==> src/rtl/fa_pkg.sv <==
// fa_pkg: shared opcodes, FSM encodings and error codes for the command sequencer
package fa_pkg;
  localparam int CMD_BURST_LEN = 3;
  localparam logic [2:0] OP_IDLE = 3'd0;
  localparam logic [2:0] OP_CONV = 3'd1;
  localparam logic [2:0] OP_MAXPOOL = 3'd4;
  localparam logic [2:0] OP_AVGPOOL = 3'd5;
  localparam logic [1:0] ERR_NONE = 2'd0;
  localparam logic [1:0] ERR_OP = 2'd1;
  localparam logic [1:0] ERR_STRIDE = 2'd2;
  localparam logic [1:0] ERR_STRIDE2 = 2'd3;
  typedef enum logic [2:0] {
    S_IDLE   = 3'd0,
    S_FETCH  = 3'd1,
    S_CHECK  = 3'd2,
    S_ISSUE  = 3'd3,
    S_RUN    = 3'd4,
    S_FINISH = 3'd5,
    S_ERROR  = 3'd6
  } state_t;
endpackage

==> src/rtl/cmd_check.sv <==
// cmd_check: combinational descriptor legality check; the lowest failing code wins
module cmd_check
  import fa_pkg::*;
(
  input  logic [2:0]  i_op_type,
  input  logic [3:0]  i_stride,
  input  logic [7:0]  i_kernel,
  input  logic [15:0] i_stride2,
  output logic [1:0]  o_err_code
);
  logic w_bad_op, w_bad_stride, w_bad_s2;
  assign w_bad_op = !(i_op_type inside {OP_CONV, OP_MAXPOOL, OP_AVGPOOL});
  assign w_bad_stride = i_stride == 4'd0 || {4'd0, i_stride} > i_kernel;
  assign w_bad_s2 = i_op_type == OP_CONV && i_stride2 != 16'(i_kernel) * 16'(i_stride);
  assign o_err_code = w_bad_op ? ERR_OP : w_bad_stride ? ERR_STRIDE : w_bad_s2 ? ERR_STRIDE2 : ERR_NONE;
endmodule

==> src/rtl/cmd_seq.sv <==
// cmd_seq: fetches command bursts from the host FIFO, checks them and
// hands layer descriptors to the engine, counting completed layers.
module cmd_seq
  import fa_pkg::*;
#(
  parameter int CMD_WORDS = CMD_BURST_LEN,
  parameter int CNT_W = 7,
  parameter bit CHECK_EN = 1'b1
) (
  input  logic             clk,
  input  logic             rst,
  input  logic             start,
  input  logic             abort,
  input  logic [CNT_W-1:0] cmd_size,
  output logic             cmd_rd_en,
  input  logic             cmd_valid,
  input  logic [31:0]      cmd_data,
  output logic             desc_valid,
  input  logic             desc_ready,
  input  logic             eng_done,
  output logic [2:0]       op_type,
  output logic [3:0]       stride,
  output logic [7:0]       kernel,
  output logic [7:0]       i_side,
  output logic [7:0]       o_side,
  output logic [15:0]      i_channel,
  output logic [15:0]      o_channel,
  output logic [7:0]       kernel_size,
  output logic [15:0]      stride2,
  output logic [CNT_W-1:0] done_cmd_count,
  output logic [2:0]       state,
  output logic             irq,
  input  logic             irq_clr,
  output logic             err,
  output logic [1:0]       err_code
);
  localparam logic [3:0] WORDS = 4'(CMD_WORDS);
  localparam logic [3:0] LAST = 4'(CMD_WORDS - 1);
  state_t r_state, w_next;
  logic [3:0] r_req, r_rcv;
  logic [CNT_W-1:0] r_size, r_count, w_count_inc;
  logic [2:0] r_op_type;
  logic [3:0] r_stride;
  logic [7:0] r_kernel, r_i_side, r_o_side, r_kernel_size;
  logic [15:0] r_i_channel, r_o_channel, r_stride2;
  logic r_irq, r_err;
  logic [1:0] r_err_code, w_chk_code;
  logic w_fetch, w_rx, w_last;

  cmd_check u_check (
    .i_op_type (r_op_type),
    .i_stride  (r_stride),
    .i_kernel  (r_kernel),
    .i_stride2 (r_stride2),
    .o_err_code(w_chk_code)
  );

  // abort gates the handshakes combinationally so no word or descriptor escapes that cycle
  assign w_fetch = r_state == S_FETCH && !abort;
  assign w_rx = w_fetch && cmd_valid;
  assign w_last = w_rx && r_rcv == LAST;
  assign w_count_inc = &r_count ? r_count : r_count + CNT_W'(1);
  assign cmd_rd_en = w_fetch && r_req < WORDS;
  assign desc_valid = r_state == S_ISSUE && !abort;
  assign state = r_state;
  assign done_cmd_count = r_count;
  assign irq = r_irq;
  assign err = r_err;
  assign err_code = r_err_code;
  assign op_type = r_op_type;
  assign stride = r_stride;
  assign kernel = r_kernel;
  assign i_side = r_i_side;
  assign o_side = r_o_side;
  assign i_channel = r_i_channel;
  assign o_channel = r_o_channel;
  assign kernel_size = r_kernel_size;
  assign stride2 = r_stride2;

  always_ff @(posedge clk or posedge rst)
    if (rst) r_state <= S_IDLE;
    else r_state <= w_next;

  always_comb begin
    w_next = r_state;
    if (abort) w_next = S_IDLE;
    else
      case (r_state)
        S_IDLE:           if (start) w_next = cmd_size == '0 ? S_FINISH : S_FETCH;
        S_FETCH:          if (w_last) w_next = CHECK_EN ? S_CHECK : S_ISSUE;
        S_CHECK:          w_next = w_chk_code != ERR_NONE ? S_ERROR : S_ISSUE;
        S_ISSUE:          if (desc_ready) w_next = S_RUN;
        S_RUN:            if (eng_done) w_next = w_count_inc == r_size ? S_FINISH : S_FETCH;
        S_FINISH, S_ERROR: if (irq_clr) w_next = S_IDLE;
        default:          w_next = S_IDLE;
      endcase
  end

  always_ff @(posedge clk or posedge rst)
    if (rst) begin
      r_req <= '0;
      r_rcv <= '0;
      {r_op_type, r_stride, r_kernel, r_i_side, r_o_side} <= '0;
      {r_i_channel, r_o_channel, r_kernel_size, r_stride2} <= '0;
    end else begin
      r_req <= w_fetch ? r_req + 4'(cmd_rd_en) : '0;
      r_rcv <= w_fetch ? r_rcv + 4'(cmd_valid) : '0;
      if (w_rx && r_rcv == 4'd0) begin
        r_op_type <= cmd_data[2:0];
        r_stride <= cmd_data[7:4];
        {r_o_side, r_i_side, r_kernel} <= cmd_data[31:8];
      end
      if (w_rx && r_rcv == 4'd1) {r_o_channel, r_i_channel} <= cmd_data;
      if (w_rx && r_rcv == 4'd2) begin
        r_kernel_size <= cmd_data[15:8];
        r_stride2 <= cmd_data[31:16];
      end
    end

  always_ff @(posedge clk or posedge rst)
    if (rst) begin
      r_size <= '0;
      r_count <= '0;
    end else if (start && r_state == S_IDLE && !abort) begin
      r_size <= cmd_size;
      r_count <= '0;
    end else if (eng_done && r_state == S_RUN && !abort) r_count <= w_count_inc;

  always_ff @(posedge clk or posedge rst)
    if (rst) begin
      r_irq <= 1'b0;
      r_err <= 1'b0;
      r_err_code <= ERR_NONE;
    end else if (irq_clr) begin
      r_irq <= 1'b0;
      r_err <= 1'b0;
      r_err_code <= ERR_NONE;
    end else if (!abort) begin
      if (r_state == S_FINISH || r_state == S_ERROR) r_irq <= 1'b1;
      if (r_state == S_ERROR) r_err <= 1'b1;
      if (r_state == S_CHECK && w_chk_code != ERR_NONE) r_err_code <= w_chk_code;
    end
endmodule

==> config.mk <==
export PLATFORM = sky130hd
export DESIGN_NAME = cmd_seq
export DESIGN_NICKNAME = d
export VERILOG_FILES = /design/src/rtl/fa_pkg.sv /design/src/rtl/cmd_check.sv /design/src/rtl/cmd_seq.sv
export SDC_FILE = /design/constraint.sdc
export NUM_CORES = 1
export LEC_CHECK = 0
export CAP_MARGIN = 0
export CORE_MARGIN = 2
export CORE_UTILIZATION = 40
export CTS_CLUSTER_SIZE = 40
export DETAILED_ROUTE_END_ITERATION = 7
export GPL_TIMING_DRIVEN = 0
export PLACE_DENSITY = 0.66
export SETUP_SLACK_MARGIN = 0.2
export SLEW_MARGIN = 0
export SYNTH_ARGS = -nofsm -noshare
export SYNTH_HDL_FRONTEND = slang
export SYNTH_SLANG_ARGS = --single-unit
==> constraint.sdc <==
create_clock -name clk -period 5.4 [get_ports clk]
set_clock_uncertainty 0.2 [all_clocks]
set_input_delay 1.08 -clock clk [delete_from_list [all_inputs] [get_ports clk]]
set_output_delay 1.08 -clock clk [all_outputs]
set_load 0.02 [all_outputs]
# After elaboration in Yosys (flattened, before gate mapping)
# Index checks and enable logic that the tools add are counted.
# totals
reg_bits,116
latchBits,0
ram_bits,0
mem_bits_ro,0
input_bits,47
wordCells,101
memories,0
# op_classes
addsub,3
n_mul,1
n_div,0
n_lt_le_gt_ge,2
n_eq_ne,19
shifts,0
mux,27
n_bitwise,0
n_reduce_logical,32
# op_table
operator,n
$mux W3,9
$mux W7,3
$pmux W3 S6,1
$ne A16 B12 Y1,1
$eq A3 B3 Y1 const B,5
$ne A3 B3 Y1 const B,5
$logic_and A1 B1 Y1,13
$mul A8 B4 Y12,1
$mux W2,6
$reduce_bool A2 Y1,5
$add A4 B1 Y4,2
$gt A4 B8 Y1,1
$logic_not A4 Y1,2
$mux W4,2
$add A7 B1 Y7 const B,1
$eq A7 B7 Y1,1
$logic_not A7 Y1,1
$reduce_and A7 Y1,1
$eq A3 B1 Y1 const B,2
$eq A3 B2 Y1 const B,2
$mux W1,6
$reduce_and A2 Y1,3
$reduce_and A5 Y1,1
$eq A4 B1 Y1 const B,1
8 further kinds,9

# Longest topological paths before layout
# Gate-level depths: netlist of the first run.
# logic_depth
word_depth,11
depth_mapped,14
depth_no_buf,13

# Hierarchy
# Synthesis of the first run repeated with hierarchy kept, for this count alone.
# hier_totals
cells_unflattened,550
hier_area_um2,6434.9
# modules_own_cells
mod,n_inst,cells_each,area_each_um2
cmd_seq,1,390,5172.5
cmd_check,1,160,1262.5

# Worst setup path before layout of the first run
# No wires, ideal clock.
# synth_timing
path_type,in2out
start,in abort
end,out cmd_rd_en
arrival_time_ps,2988
t_required_ps,4120
setup_slack_ps,1132
stages,4
path_buffers,2
path_cell_list,clkbuf_1 -> or3_1 -> buf_2 -> a2111oi_0
# synth_between
elab_chain_len,3
# synth_rtl
element,line_no,source
from (decl),cmd_seq.sv:13,"input logic abort,"
$logic_not A1 Y1,-,
$logic_and A1 B1 Y1,cmd_seq.sv:59,assign w_fetch = r_state == S_FETCH && !abort;
$logic_and A1 B1 Y1,cmd_seq.sv:63,assign cmd_rd_en = w_fetch && r_req < WORDS;
to (decl),cmd_seq.sv:15,"output logic cmd_rd_en,"
# Every way passes these cells.

# Worst setup path in the final report of the first run
# Ends and elaborated chain as after synthesis.

==> impl_metrics.csv, run 1 <==
group,metric,value,unit
timing,hold_viol,0,
yosys,synth_fp_nets,624,
clock_tree,cts.sinks,116,
yosys,synthCells,536,
final_layout,antenna_cells,0,
power_and_ir_drop,ir_drop,0.261,mV
grt,grt.overflow.total,0,
yosys,yosys_most_used_dff,"dfrtp_1",
clock_tree,root_buffer,"clkbuf_16",
place,hpwl,11.5,mm
power_and_ir_drop,p_sw,1890,µW
timing,grt_setup_unrepaired,"false",
clock_tree,numCtsBuffers,17,
timing,period_minus_slack,4.38,ns
clock_tree,cts_htree_levels,4,
critical_path,worst-setup-path-type,"in -> out",
drt,dr.pass1.iters,4,
drt,post_drt_wl_per_cell,16.7,µm
yosys,synthArstFlopShare,1.00,
place,globalplace.congestion,0.874,
yosys,synth_cell_types,55,
timing,holdWs,0.296,ns
clock_tree,clk_pin_slew,0.05,ns
place,dp.cells,873,
power_and_ir_drop,seqPwrFrac,0.273,
yosys,synth_area,0.00610,mm²
critical_path,path_cells,"clkbuf_1 -> or3_1 -> buf_2 -> a2111oi_0 -> clkdlybuf4s50_1",
job,drv_cap,0,
final_layout,instances_no_fill,903,
clock_tree,postCtsSetupBuffers,0,
clock_tree,cts_resized,0,
final_layout,final_util,0.561,
die,core,0.0150,mm²
final_layout,nets,792,
clock_tree,postCtsHoldBufs,0,
yosys,yosysSeqAreaShare,0.476,
final_layout,drive_gt1_frac,0.172,
grt,grt_pass1_vias,4844,
critical_path,worstPathMaxFanout,9,
critical_path,critical_path.max_stage_delay,0.73,ns
clock_tree,cts_tree,"built",
power_and_ir_drop,power.internal,3050,µW
status,outcome,"finished, final reports clean",
critical_path,required,4.12,ns
final_layout,area_growth,38.2,%
yosys,syn_area_per_cell,11.4,µm²
clock_tree,clock_path_buffers,2,
yosys,ys_seq_elements,116,
yosys,ys_warn_count,0,
drt,drcViolationCount,0,
power_and_ir_drop,power.density,586,mW/mm²
final_layout,nFillCells,1251,
timing,relSlewSlack,0.440,
drt,vias,4685,
drt,viasPerCell,5.19,
die,pin_count,150,
power_and_ir_drop,combPwrFrac,0.505,
place,port_buffers,148,
die,die_w,128,µm
timing,tns,0,ns
timing,worst_pin_slew,0.840,ns
critical_path,cp-end-kind,"output pin",
power_and_ir_drop,p_clk_frac,0.222,
timing,slew_violations,0,
die,num_rows,45,
timing,finalSetupViolations,0,
critical_path,slowest_stage,"clkdlybuf4s50_1",
grt,grt_start_max_net_pins,65,
critical_path,start_kind,"primary input",
drt,wl,15.1,mm
timing,fmax,228,MHz
power_and_ir_drop,p_leak,0.00387,µW
clock_tree,clk_latency,0.41,ns
worst_hold_path,holdCritPathClass,"reg -> reg",
drt,drt-initial-drc-count,229,
die,die-height,128,µm
grt,grt_pass1_wl,24.4,mm
die,fp.dieArea,0.0163,mm²
timing,post-route-period-util,0.812,
die,start_util,0.406,
drt,drtAntennaViolNets,0,
grt,antenna_found_initial,0,
grt,track_usage,0.192,
power_and_ir_drop,switching_share,0.382,
yosys,synth_edf_count,0,
critical_path,arrival,3.10,ns
-- layout by cell type, fill, tap and decap left out, types with 4 or more instances in the layout --
cell type / synthesis / layout
or3_1: 5 / 5
nor3_1: 13 / 13
fa_1: 12 / 12
nand3_1: 11 / 11
mux2i_1: 4 / 4
nor2_1: 26 / 26
and2_1: 9 / 9
mux2_2: 83 / 83
nor4_1: 5 / 5
clkbuf_8: 0 / 5
ha_1: 29 / 29
o21ai_0: 13 / 13
xor2_1: 12 / 12
a31oi_1: 8 / 8
a21oi_1: 9 / 9
a21o_1: 4 / 4
inv_1: 27 / 26
xnor2_1: 16 / 16
clkbuf_16: 0 / 17
clkbuf_1: 11 / 15
clkdlybuf4s50_1: 0 / 148
nand2_1: 64 / 64
and3_1: 4 / 4
dfrtp_1: 116 / 116
-- power groups by stage --
stage                     logic (µW)  registers, µW  clock network [µW]
final                           2490           1350                1100
after global placement          2450           1360                   0
after floorplan                 1380           1590                   0
after detailed placement        2490           1360                   0
after CTS                       2520           1350                1120
after global routing            2770           1390                1170
-- cell families (layout without fill, tap and decap cells) --
family,count (synthesis),count (layout),synth area share
XOR/XNOR,28,28,0.0402
adder cells (fa/ha/maj),41,41,0.0988
flip-flops,116,116,0.476
buffers and inverters,46,225,0.0314
AO/OA/AOI/OAI,61,61,0.0697
multiplexers,88,88,0.162
AND/OR/NAND/NOR,156,156,0.122
-- registers in the layout, summed over array words and instances (netlist names), 7 cells and up --
name            flops
i_channel          16
o_channel          16
stride2            16
i_side              8
kernel              8
kernel_size         8
o_side              8
done_cmd_count      7
r_size              7
-- cells in the mapped netlist, types with 4 or more instances --
| cell | count | area, µm² |
|---|---|---|
| nor2_1 | 26 | 97.6 |
| or3_1 | 5 | 31.3 |
| nor3_1 | 13 | 65.1 |
| nand2_1 | 64 | 240 |
| nand3_1 | 11 | 55.1 |
| fa_1 | 12 | 240 |
| a31oi_1 | 8 | 50.1 |
| inv_1 | 27 | 101 |
| dfrtp_1 | 116 | 2900 |
| and3_1 | 4 | 25.0 |
| xnor2_1 | 16 | 140 |
| and2_1 | 9 | 56.3 |
| a21oi_1 | 9 | 45.0 |
| o21ai_0 | 13 | 65.1 |
| clkbuf_1 | 11 | 41.3 |
| ha_1 | 29 | 363 |
| mux2i_1 | 4 | 40.0 |
| nor4_1 | 5 | 31.3 |
| a21o_1 | 4 | 30.0 |
| xor2_1 | 12 | 105 |
| mux2_2 | 83 | 935 |
-- critical path, delay by kind of cell --
family / cells / cell delay (ns)
compound gates: 1 / 0.60
simple gates: 1 / 0.37
buf+inv: 3 / 1.06
-- cell type report --
type,count,area (µm²),share of cell area
multi-input combinational,374,3010,0.357
inverter,27,106,0.0126
tap,188,235,0.0279
clock buffer,26,509,0.0604
buffer,19,90.1,0.0107
timing repair buffer,149,1510,0.179
sequential,116,2900,0.344
clock inverter,4,70.1,0.00831
-- per-layer routing --
layer | vias up | wire, µm | track usage | share of wire
met5 | - | 0 | 0 | 0
met4 | 0 | 389 | 0.0808 | 0.026
met3 | 24 | 757 | 0.0494 | 0.050
met2 | 123 | 7380 | 0.326 | 0.49
met1 | 2331 | 6570 | 0.232 | 0.44
li1 | 2207 | - | - | -
-- stage by stage --
| stage | worst slack (ns) | power [µW] | area (µm²) |
|---|---|---|---|
| after CTS | 0.960 | 4990 | 8430 |
| final | 1.02 | 4940 | 8430 |
| after global placement | -0.644 | 3800 | 7820 |
| after detailed placement | 0.960 | 3850 | 7850 |
| after floorplan | 1.05 | 2970 | 6100 |
| after global routing | 0.822 | 5320 | 8430 |
-- final timing paths --
path	startpoint	end	slack, ns	cells past startpoint
max	abort	cmd_rd_en	1.02	5
min	r_size[2]	r_size[2]	0.30	2
max reg2reg	stride[2]	state[0]	1.24	13
min reg2reg	r_size[2]	r_size[2]	0.30	2
max in group asynchronous	rst	o_channel[5]	3.44	3
min in group asynchronous	rst	r_size[1]	0.89	2
Note: power is estimated with default switching activity, not from simulation.
==> inputs of run 2 (changes only) <==
--- a/config.mk
+++ b/config.mk
@@ -11,7 +11,7 @@
 export CTS_CLUSTER_SIZE = 40
 export DETAILED_ROUTE_END_ITERATION = 7
 export GPL_TIMING_DRIVEN = 0
-export PLACE_DENSITY = 0.66
+export PLACE_DENSITY = 0.69
 export SETUP_SLACK_MARGIN = 0.2
 export SLEW_MARGIN = 0
 export SYNTH_ARGS = -nofsm -noshare
==> constraint.sdc (replaced) <==
create_clock -name clk -period 3.85 [get_ports clk]
set_clock_uncertainty 0.2 [all_clocks]
set_input_delay 0.77 -clock clk [delete_from_list [all_inputs] [get_ports clk]]
set_output_delay 0.77 -clock clk [all_outputs]
set_load 0.02 [all_outputs]
==> run 2 against run 1 <==
Wire length grew 5.2%. Critical path depth grew 10. Total power grew 63%. Combinational power grew 78%. Register-to-register slack lost 1.1 ns. Final area grew 6.4%. Die area is the same. Hold slack gained 0.0026 ns. Clock-buffer cell count shrank 3. Core utilization grew 3.6 points. Clock power grew 59%. First-iteration DRC count shrank 2.6%. Largest cell class unchanged. Largest power group unchanged.
==> impl_metrics.csv, run 2 (synthesis gave the netlist of run 1 again) <==
group,metric,value,unit
clock_tree,clk_latency,0.41,ns
drt,wl,15.9,mm
power_and_ir_drop,p_sw,3000,µW
drt,viasPerCell,5.21,
final_layout,nFillCells,1183,
clock_tree,numCtsBuffers,17,
timing,post-route-period-util,0.961,
drt,post_drt_wl_per_cell,17.1,µm
status,outcome,"finished, final reports clean",
drt,drtAntennaViolNets,0,
die,pin_count,150,
grt,grt_util_met3,0.0553,
power_and_ir_drop,seqPwrFrac,0.234,
clock_tree,cts_tree,"built",
final_layout,antenna_cells,0,
power_and_ir_drop,power,8060,µW
die,die_w,128,µm
grt,antenna_found_initial,0,
power_and_ir_drop,switching_share,0.372,
drt,drcViolationCount,0,
clock_tree,root_buffer,"clkbuf_16",
final_layout,layout_common_cells,"clkdlybuf4s50_1 (147), dfrtp_1 (110), mux2_2 (83)",
clock_tree,postCtsHoldBufs,0,
timing,fmax,270,MHz
grt,grt_busiest_layer,"met2",
timing,tns,0,ns
timing,slew_violations,0,
timing,period_minus_slack,3.70,ns
timing,worst_pin_slew,0.755,ns
clock_tree,clock_path_buffers,2,
power_and_ir_drop,power.internal,5060,µW
place,post-place-ws,-0.145,ns
critical_path,start_kind,"register",
power_and_ir_drop,combPwrFrac,0.548,
drt,drt-initial-drc-count,223,
worst_hold_path,holdCritPathClass,"reg -> reg",
critical_path,worstPathMaxFanout,3,
critical_path,required,3.93,ns
timing,finalSetupViolations,0,
grt,grt_start_max_net_pins,43,
die,fp.dieArea,0.0163,mm²
timing,grt_setup_unrepaired,"true",
clock_tree,cts.sinks,116,
power_and_ir_drop,p_clk_frac,0.217,
power_and_ir_drop,ir_drop,0.423,mV
die,start_util,0.406,
power_and_ir_drop,power.density,898,mW/mm²
die,die-height,128,µm
critical_path,cp-end-kind,"register",
timing,relSlewSlack,0.497,
power_and_ir_drop,p_leak,0.00407,µW
critical_path,worst-setup-path-type,"reg -> reg",
clock_tree,clk_pin_slew,0.05,ns
final_layout,drive_gt1_frac,0.255,
place,port_buffers,148,
timing,holdWs,0.299,ns
final_layout,stdcell_area,0.00897,mm²
die,num_rows,45,
grt,grt_pass1_vias,5135,
place,globalplace.congestion,0.832,
job,drv_cap,0,
place,placed_area,0.00790,mm²
drt,vias,4837,
critical_path,arrival,3.78,ns
grt,met1_usage,0.245,
grt,use_met2,0.347,
grt,grt.overflow.total,0,
timing,fin_ws,0.150,ns
timing,hold_viol,0,
grt,track_usage,0.204,
grt,grt_pass1_wl,25.9,mm
final_layout,nets,816,
clock_tree,cts_htree_levels,4,
drt,dr.pass1.iters,4,
die,core,0.0150,mm²
place,hpwl,11.7,mm
final_layout,layout_commonest_cell,"clkdlybuf4s50_1",
final_layout,area_growth,47.1,%
==> run 2: cell types whose count changed in the layout (fill, tap and decap cells not counted), moves of 3 or more <==
cell	change
a211oi_2	+3
ha_4	+9
buf_8	+3
buf_12	+4
nand2_2	+3
clkbuf_1	-5
buf_4	+20
dfrtp_2	+6
bufinv_16	+3
nand2_1	-4
a211oi_1	-3
dfrtp_1	-6
ha_1	-10
==> run 2: worst max-delay path: stages, from the launching register on <==
cell and delay (ns):
dfrtp_2 0.42, buf_4 0.14, buf_4 0.13, ha_1 0.22, ha_4 0.25, ha_4 0.27, ha_4 0.13, inv_1 0.06
fa_2 0.57, xnor2_1 0.07, nor3_1 0.17, nand3_1 0.15, nor3_1 0.22, o2111a_2 0.27, a22o_1 0.17, o211ai_1 0.10
==> run 2: power by group through the flow <==
stage               clock network (µW)  registers, µW  logic, µW
floorplan                            0           2240       1950
detailed placement                   0           1910       3520
finish                            1750           1890       4420
global placement                     0           1900       3420
CTS                               1790           1880       4100
global route                      1850           1940       4800
==> run 2: path summary, 6_finish.rpt <==
| kind | start | to | slack (ns) | cells past startpoint |
|---|---|---|---|---|
| setup / recovery | stride[1] | state[2] | 0.15 | 15 |
| hold / removal | i_channel[3] | i_channel[3] | 0.30 | 1 |
| setup reg to reg | stride[1] | state[2] | 0.15 | 15 |
| hold reg to reg | i_channel[3] | i_channel[3] | 0.30 | 1 |
| max in group asynchronous | rst | stride2[8] | 2.19 | 4 |
| min in group asynchronous | rst | r_size[0] | 0.49 | 2 |
==> run 2: stage by stage <==
stage	cells	utilization
4_1_cts	920	0.589
5_1_grt	929	0.597
2_1_floorplan	536	-
6_report	929	0.597
3_5_place_dp	875	0.525
3_3_place_gp	872	0.521
==> run 2: layout make-up <==
| cell class | count | area (µm²) | share of cell area |
|---|---|---|---|
| buffer | 19 | 124 | 0.0138 |
| clock buffer | 23 | 488 | 0.0544 |
| clock inverter | 9 | 173 | 0.0192 |
| inverter | 27 | 105 | 0.0117 |
| multi-input combinational | 374 | 3220 | 0.358 |
| sequential | 116 | 2910 | 0.324 |
| tap | 188 | 235 | 0.0262 |
| timing repair buffer | 173 | 1720 | 0.192 |
==> run 2: what timing repair did <==
| action | 4_1_cts | 5_1_grt |
|---|---|---|
| resized for setup | 37 | 13 |
| pin swaps | 25 | 22 |
| setup endpoints to repair | 5 | 4 |
| cloned | 0 | 0 |
| buffers inserted | 13 | 9 |
==> run 2: metal layers <==
metal / wire length (µm) / vias up
li1: - / 2259
met1: 6560 / 2394
met2: 7950 / 154
met3: 936 / 30
met4: 432 / 0
met5: 0 / -
